<file path="config.mk">
export PLATFORM = sky130hd
export DESIGN_NAME = pipelined_multiplier_hs_flat
export DESIGN_NICKNAME = d
export VERILOG_FILES = /design/src/rtl/pipelined_multiplier_hs_if.sv /design/src/rtl/pipelined_multiplier_hs.sv /design/src/flat_wrapper.sv
export SDC_FILE = /design/constraint.sdc
export NUM_CORES = 1
export LEC_CHECK = 0
export BUFFER_PORTS_ARGS = -buffer_cell sky130_fd_sc_hd__buf_2
export CAP_MARGIN = 20
export CORE_ASPECT_RATIO = 0.5
export CORE_MARGIN = 1.5
export CORE_UTILIZATION = 40
export CTS_CLUSTER_SIZE = 8
export DETAILED_ROUTE_END_ITERATION = 8
export MAX_ROUTING_LAYER = met4
export RECOVER_POWER = 25
export SLEW_MARGIN = 10
export SYNTH_ARGS = -nofsm -noshare
export SYNTH_HDL_FRONTEND = slang
export SYNTH_SLANG_ARGS = --single-unit
</file>
<file path="constraint.sdc">
create_clock -name clk_i -period 5.3 [get_ports clk_i]
set_input_delay 0.53 -clock clk_i [delete_from_list [all_inputs] [get_ports clk_i]]
set_output_delay 0.53 -clock clk_i [all_outputs]
set_load 0.02 [all_outputs]
</file>
<file path="src/rtl/pipelined_multiplier_hs_if.sv">
// Handshake bundle for the pipelined multiplier: operand side, result side and flush.
// The slave modport is the multiplier; the master modport is the producer/consumer around it.
interface pipelined_multiplier_hs_if #(
    parameter int DATA_WIDTH = 8
);
    logic                      flush_i;
    logic                      valid_i;
    logic                      ready_o;
    logic                      signed_i;
    logic [DATA_WIDTH-1:0]     operand_A_i;
    logic [DATA_WIDTH-1:0]     operand_B_i;
    logic                      valid_o;
    logic                      ready_i;
    logic [2*DATA_WIDTH-1:0]   product_o;

    modport slave (
        input  flush_i,
        input  valid_i,
        input  signed_i,
        input  operand_A_i,
        input  operand_B_i,
        input  ready_i,
        output ready_o,
        output valid_o,
        output product_o
    );

    modport master (
        output flush_i,
        output valid_i,
        output signed_i,
        output operand_A_i,
        output operand_B_i,
        output ready_i,
        input  ready_o,
        input  valid_o,
        input  product_o
    );
endinterface

</file>
<file path="src/rtl/pipelined_multiplier_hs.sv">
// Pipelined shift-add array multiplier with valid/ready handshake on both sides.
// Signed operands travel as magnitudes plus a sign flag; the last stage negates when needed.
module pipelined_multiplier_hs #(
    parameter int DATA_WIDTH        = 8,
    parameter int PRODUCT_PER_STAGE = 4
) (
    input logic                      clk_i,
    input logic                      rst_i,
    pipelined_multiplier_hs_if.slave bus
);
    localparam int W          = DATA_WIDTH;
    localparam int STAGES     = DATA_WIDTH / PRODUCT_PER_STAGE;
    localparam int REG_STAGES = (STAGES > 1) ? STAGES - 1 : 1;
    localparam logic [W-1:0]   ONE_W  = {{(W-1){1'b0}}, 1'b1};
    localparam logic [2*W-1:0] ONE_2W = {{(2*W-1){1'b0}}, 1'b1};

    logic           advance_s;
    logic [W-1:0]   a_mag_s;
    logic [W-1:0]   b_mag_s;
    logic           sign_s;

    logic           vld_r   [REG_STAGES];
    logic           sgn_r   [REG_STAGES];
    logic           carry_r [REG_STAGES];
    logic [W-1:0]   sum_r   [REG_STAGES];
    logic [W-1:0]   low_r   [REG_STAGES];
    logic [W-1:0]   mb_r    [REG_STAGES];
    logic [W-1:0]   mc_r    [REG_STAGES];

    logic           valid_o_r;
    logic [2*W-1:0] product_r;

    assign advance_s     = bus.ready_i | ~valid_o_r;
    assign bus.ready_o   = advance_s;
    assign bus.valid_o   = valid_o_r;
    assign bus.product_o = product_r;

    // Operand conditioning: magnitudes fit in W bits, even for the most-negative value.
    always_comb begin
        if (bus.signed_i) begin
            a_mag_s = bus.operand_A_i[W-1] ? ((~bus.operand_A_i) + ONE_W) : bus.operand_A_i;
            b_mag_s = bus.operand_B_i[W-1] ? ((~bus.operand_B_i) + ONE_W) : bus.operand_B_i;
            sign_s  = bus.operand_A_i[W-1] ^ bus.operand_B_i[W-1];
        end else begin
            a_mag_s = bus.operand_A_i;
            b_mag_s = bus.operand_B_i;
            sign_s  = 1'b0;
        end
    end

    for (genvar g = 0; g < STAGES; g++) begin : g_stage
        logic           in_vld_s;
        logic           in_sgn_s;
        logic           in_carry_s;
        logic [W-1:0]   in_sum_s;
        logic [W-1:0]   in_low_s;
        logic [W-1:0]   in_mb_s;
        logic [W-1:0]   in_mc_s;
        logic           carry_s;
        logic [W-1:0]   sum_s;
        logic [W-1:0]   low_s;
        logic [W-1:0]   mb_s;
        logic [W-1:0]   pp_s;

        if (g == 0) begin : g_src_in
            assign in_vld_s   = bus.valid_i & ~bus.flush_i;
            assign in_sgn_s   = sign_s;
            assign in_carry_s = 1'b0;
            assign in_sum_s   = {W{1'b0}};
            assign in_low_s   = {W{1'b0}};
            assign in_mb_s    = b_mag_s;
            assign in_mc_s    = a_mag_s;
        end else begin : g_src_reg
            assign in_vld_s   = vld_r[g-1];
            assign in_sgn_s   = sgn_r[g-1];
            assign in_carry_s = carry_r[g-1];
            assign in_sum_s   = sum_r[g-1];
            assign in_low_s   = low_r[g-1];
            assign in_mb_s    = mb_r[g-1];
            assign in_mc_s    = mc_r[g-1];
        end

        // Each row adds an AND row to the shifted running sum; sum bit 0 retires into the low half.
        always_comb begin
            carry_s = in_carry_s;
            sum_s   = in_sum_s;
            low_s   = in_low_s;
            mb_s    = in_mb_s;
            pp_s    = {W{1'b0}};
            for (int r = 0; r < PRODUCT_PER_STAGE; r++) begin
                pp_s             = {carry_s, sum_s[W-1:1]};
                {carry_s, sum_s} = {1'b0, pp_s} + {1'b0, in_mc_s & {W{mb_s[0]}}};
                low_s            = {sum_s[0], low_s[W-1:1]};
                mb_s             = {1'b0, mb_s[W-1:1]};
            end
        end

        if (g < STAGES - 1) begin : g_reg
            // Stage valid bit: cleared by reset or flush, otherwise moves with the pipeline.
            always_ff @(posedge clk_i) begin
                if (rst_i || bus.flush_i) begin
                    vld_r[g] <= 1'b0;
                end else if (advance_s) begin
                    vld_r[g] <= in_vld_s;
                end else begin
                    vld_r[g] <= vld_r[g];
                end
            end

            // Stage data carries no reset; it only matters when the valid bit is set.
            always_ff @(posedge clk_i) begin
                if (advance_s) begin
                    sgn_r[g]   <= in_sgn_s;
                    carry_r[g] <= carry_s;
                    sum_r[g]   <= sum_s;
                    low_r[g]   <= low_s;
                    mb_r[g]    <= mb_s;
                    mc_r[g]    <= in_mc_s;
                end else begin
                    sgn_r[g]   <= sgn_r[g];
                    carry_r[g] <= carry_r[g];
                    sum_r[g]   <= sum_r[g];
                    low_r[g]   <= low_r[g];
                    mb_r[g]    <= mb_r[g];
                    mc_r[g]    <= mc_r[g];
                end
            end
        end else begin : g_out
            logic [2*W-1:0] mag_s;
            logic [2*W-1:0] prod_s;

            // Assemble the full magnitude and apply the travelling sign; -0 stays 0.
            always_comb begin
                mag_s = {carry_s, sum_s[W-1:1], low_s};
                if (in_sgn_s) begin
                    prod_s = (~mag_s) + ONE_2W;
                end else begin
                    prod_s = mag_s;
                end
            end

            // Output register: product only changes when a real result lands.
            always_ff @(posedge clk_i) begin
                if (rst_i) begin
                    valid_o_r <= 1'b0;
                    product_r <= {(2*W){1'b0}};
                end else if (bus.flush_i) begin
                    valid_o_r <= 1'b0;
                    product_r <= product_r;
                end else if (advance_s) begin
                    valid_o_r <= in_vld_s;
                    product_r <= in_vld_s ? prod_s : product_r;
                end else begin
                    valid_o_r <= valid_o_r;
                    product_r <= product_r;
                end
            end
        end
    end
endmodule

</file>
<file path="src/flat_wrapper.sv">
// flat-port wrapper written by rule: the top's interface ports become plain ports
module pipelined_multiplier_hs_flat 
#(
    parameter int DATA_WIDTH        = 8,
    parameter int PRODUCT_PER_STAGE = 4
)
  (clk_i, rst_i, bus_flush_i, bus_valid_i, bus_signed_i, bus_operand_A_i, bus_operand_B_i, bus_ready_i, bus_ready_o, bus_valid_o, bus_product_o);
  pipelined_multiplier_hs_if #(.DATA_WIDTH(DATA_WIDTH)) bus_i ();
  input logic clk_i;
  input logic rst_i;
  input wire logic [$bits(bus_i.flush_i)-1:0] bus_flush_i;
  input wire logic [$bits(bus_i.valid_i)-1:0] bus_valid_i;
  input wire logic [$bits(bus_i.signed_i)-1:0] bus_signed_i;
  input wire logic [$bits(bus_i.operand_A_i)-1:0] bus_operand_A_i;
  input wire logic [$bits(bus_i.operand_B_i)-1:0] bus_operand_B_i;
  input wire logic [$bits(bus_i.ready_i)-1:0] bus_ready_i;
  output wire logic [$bits(bus_i.ready_o)-1:0] bus_ready_o;
  output wire logic [$bits(bus_i.valid_o)-1:0] bus_valid_o;
  output wire logic [$bits(bus_i.product_o)-1:0] bus_product_o;
  assign bus_i.flush_i = bus_flush_i;
  assign bus_i.valid_i = bus_valid_i;
  assign bus_i.signed_i = bus_signed_i;
  assign bus_i.operand_A_i = bus_operand_A_i;
  assign bus_i.operand_B_i = bus_operand_B_i;
  assign bus_i.ready_i = bus_ready_i;
  assign bus_ready_o = bus_i.ready_o;
  assign bus_valid_o = bus_i.valid_o;
  assign bus_product_o = bus_i.product_o;
  pipelined_multiplier_hs #(.DATA_WIDTH(DATA_WIDTH), .PRODUCT_PER_STAGE(PRODUCT_PER_STAGE)) u_core (.clk_i(clk_i), .rst_i(rst_i), .bus(bus_i));
endmodule
</file>
==> run summary <==
The run finished, with violations left. The final reports fail on design-rule violations. The maximum VDD drop came out at ~340 uV. The number of max-capacitance violations reported came out at 0. nor2_1 is the most common cell in the netlist. After clock tree synthesis, the clock-pin slew on the worst setup and hold paths is about 0.06 ns.

Counting both buffers and inverters, the worst setup path holds a total of 5. The starting density of the core came out at between 40% and 50%. The capturing instance or port of the critical path is u_core.bus.product_o[13].

The critical path is of the register to register type. Counting every instance in the synthesized netlist gives 515. For this run, the detailed router's first-pass iteration total came to 9. The layout overhead on the synthesized area came out at 20.00%. In this run the critical register-to-register path is captured at u_core.bus.product_o[13]. By count the netlist is led by nor2_1, ha_1, inv_1. On the critical path the largest part of the delay comes from adder cells.

The required arrival time at the worst endpoint came out at about 5.5 ns. The Yosys step of the flow raised 0 warnings. The total overflow reported by the global router is 0. The setup slack of the most critical reg-to-reg path is 0.14 ns.

The via count of the first global-routing pass is about 3400. The total of buffers placed on input and output ports is 39. Setup repair after global routing could not meet its margin everywhere. Based on the critical path, the design can be clocked at up to between 0.15 and 0.2 GHz.

In the routed layout, each cell is associated on average with a via count of between 5 and 6. The count of hold-fix buffers inserted at cts is 0. The count of routing violations after the opening detailed-route iteration is between 100 and 150. The total instance count after detailed placement came out at about 710. The share of the cycle needed by the critical path after routing is 97.36%.

Clock tree synthesis inserted a total of 5 buffers. The maximum number of pins on one net before global-route repair came out at 32. The number of hold violations in the final report came out at 0.

Of the total power, combinational logic draws between 70 and 80%. Counting the fill cells in the layout gives around 1100. The cell at the root of the clock tree is clkbuf_16. 0 antenna diodes ended up in the layout. The first global-routing pass estimated 15260 um of wire. For this run, the share of the core covered by cells in the final layout is 49.09%. The number of standard-cell rows in the floorplan is 27. The count of cell instances traversed by the critical path is 19. The count of cells in the finished layout, fillers not included, comes to 720.

The source-to-sink clock delay at the later pin of the worst-skew pair is ~0.28 ns. The initial antenna violation count is 0. The type of the most critical hold path is register to register. The vertical die dimension came out at between 70 and 80 um. The arrival time of data at the critical path endpoint came out at approximately 5.4 ns. Counting flops with an async set or reset pin after synthesis yields a share of 0%. After legalization and detailed placement, the total HPWL measured around 7400 um. The critical path starts at u_core.mb_r[0][0].

The count of pins over their slew limit came out at 0. The static leakage is about 0.0025 uW. TritonCTS built the clock tree. The synthesized net count is roughly 610. The post-layout minimum cycle time is 5.160 ns. The width of the die is approximately 150 um.

The wire length after detailed routing came out at ~9000 um. The tightest hold path in the finished design has a slack of 0.4662 ns. The area of the die is ~12000 um2. For this run, the leading register cell type out of synthesis is edfxtp_1. Of the total power, registers draw between 10% and 20%. The synthesized area per cell is roughly 8.7 um2. The internal portion of total power came out at approximately 1800 uW. The largest driver fanout on the critical path came out at 4. The actual transition at the worst max-transition pin is slightly above 0.9 ns.

The setup-violating endpoint count in the final report is 0. The power dissipated by switching net loads is 1560 uW. The number of enable-type register cells in the synthesized netlist came out at 26. The portion of synthesized cell area occupied by the leading cell type is between 15 and 20%. The slowest stage of the critical path is the or4b_4 cell.

In this run the power density over the cells is ~630 nW/um2. The final clock skew came out at 0.005761 ns. The number of distinct standard cells referenced by the synthesized netlist is 52.

By area the synthesized netlist is led by edfxtp_1, ha_1, dfxtp_1, xnor2_1, nor2_1. In the final design database the tool counted 664 nets. STA classifies the critical path endpoint as a register.

The total standard cell area after synthesis came out at approximately 4500 um2. For the worst flop-to-flop path, the logic depth is 19. The H-tree depth is 2. The total global routing track utilization is between 10% and 20%.

The total area inside the core boundary comes to about 11000 um2. Before CTS, the worst setup slack after placement is -0.009248 ns. The clock net in this run drives a total of 43 sinks. The routability-driven placement congestion ratio came out at 0.8348. The clock group share of total power is roughly an eighth. The clock passes through at most 2 buffers. The number of flip-flops and latches in the synthesized netlist came out at between 40 and 50. The signal on the critical path passes through and2_1 > ha_2 > inv_2 > fa_2 > inv_1 > ha_2 > fa_2 > ha_2 > inv_1 > fa_1 > inv_1 > ha_2 > inv_1 > fa_1 > or4b_4 > or4b_4 > o41ai_2 > mux2_1 > o21ai_1. In the routed design, unresolved DRC markers number 3. edfxtp_1 takes more of the synthesized area than any other cell. The net switching share of the total power came out at between 40% and 50%. The worst setup path is launched from a register. The total vias in the final route is between 3000 and 4000.

The fraction of the yosys area taken by sequential cells came out at around 25%. The largest single stage delay on the critical path is 0.54 ns. The I/O pin count came out at 40.

The startpoint identified for the worst register-to-register timing path is u_core.mb_r[0][0]. Dividing the detail-routed wire length by the instance count gives between 10 and 15 um. The fraction of layout instances using a drive strength above 1 is about 17%. In the post-route analysis, the smallest setup slack over all paths is between 0.1 and 0.15 ns. The headroom to the max-slew limit is about 39%. The count of nets left with antenna violations once routing finished came out at 0.
metal layers:
layer | part of all wire [%] | GRT usage [%]
met1 | 52 | 20.23
met2 | 45 | 26.94
met3 | 2.5 | 2.011
met4 | 0.78 | 2.353
met5 | 0 | -
state kept, by name, indices dropped and copies added (netlist names):
| name | cells |
|---|---|
| u_core.mc_r | 8 |
| u_core.carry_r | 1 |
| u_core.vld_r | 1 |
| u_core.bus.valid_o | 1 |
| u_core.low_r | 3 |
| u_core.mb_r | 4 |
| u_core.sgn_r | 1 |
| u_core.sum_r | 8 |
| u_core.bus.product_o | 16 |
power by group through the flow:
stage	logic [uW]	registers, uW	clock network, uW
finish	2540	464	401
global route	2820	471	426
CTS	2250	463	410
detailed placement	2170	469	0
global placement	2140	469	0
floorplan	1750	466	0
cell type report:
type	count	area, um2	share of cell area [%]
clock buffer	5	125.1	2.321
clock inverter	3	71.32	1.323
inverter	42	157.7	2.925
multi-input combinational	424	3417	63.39
sequential	43	1121	20.80
tap	145	181.4	3.366
timing repair buffer	58	316.6	5.873
per-stage QoR:
stage | setup TNS, ns | total power [uW] | instance area, um2
final | 0 | 3401 | 5390
after global routing | -0.4205 | 3713 | 5390
after CTS | 0 | 3127 | 5156
after detailed placement | -0.009248 | 2640 | 4926
after global placement | 0 | 2609 | 4926
after floorplan | 0 | 2212 | 4492
tightest hold or removal path: stages (launching register included):
cell and delay [ns]:
dfxtp_1 0.31, nand2_1 0.06, o21ai_1 0.05
kinds of logic (layout without fill, tap and decap cells):
family          after synthesis  in the layout  share of synthesized area, %
flops                        43             43                         24.96
xor+xnor                     60             60                         11.70
fa+ha+maj                    68             68                         20.11
mux                           6              6                         1.365
buf+inv                      48            108                         4.345
simple gates                172            172                         18.77
compound gates              118            118                         18.75
layout by cell type, fill, tap and decap left out, types with 4 or more instances in the layout:
cell | Yosys | routed
dfxtp_1 | 17 | 17
xnor2_1 | 34 | 29
o41a_1 | 4 | 4
a31oi_1 | 6 | 4
nor2_1 | 75 | 75
nor2b_1 | 9 | 9
o21a_1 | 10 | 10
o21bai_1 | 7 | 6
a211oi_1 | 14 | 12
buf_4 | 2 | 19
o21ai_0 | 16 | 15
nand3_1 | 6 | 5
nand2_1 | 20 | 20
ha_1 | 61 | 55
mux2i_1 | 5 | 5
edfxtp_1 | 26 | 26
buf_2 | 0 | 22
xnor2_2 | 0 | 5
fa_1 | 7 | 5
clkbuf_16 | 0 | 5
xor2_1 | 26 | 23
and2_1 | 32 | 31
a21oi_1 | 23 | 18
a21o_1 | 18 | 18
a21oi_2 | 0 | 5
ha_2 | 0 | 4
nor3_1 | 11 | 11
inv_1 | 41 | 40
nand2b_1 | 4 | 4
clkbuf_1 | 3 | 17
what timing repair did:
item	CTS	global route
gates resized for setup	6	38
setup buffers	0	7
endpoints found under the setup margin	2	5
pin swaps	1	14
worst min path at each step:
| stage | startpoint | slack, ns | endpoint | depth (start not counted) |
|---|---|---|---|---|
| final | u_core.bus.product_o[13] | 0.47 | u_core.bus.product_o[13] | 2 |
| after global routing | bus_operand_A_i[0] | 0.47 | u_core.mc_r[0][0] | 1 |
| after CTS | bus_operand_A_i[0] | 0.44 | u_core.mc_r[0][0] | 1 |
| after detailed placement | u_core.bus.product_o[13] | 0.46 | u_core.bus.product_o[13] | 2 |
| after global placement | u_core.bus.product_o[13] | 0.46 | u_core.bus.product_o[13] | 2 |
| after floorplan | u_core.vld_r[0] | 0.45 | u_core.bus.valid_o | 1 |
(Power assumes the default switching activity.)
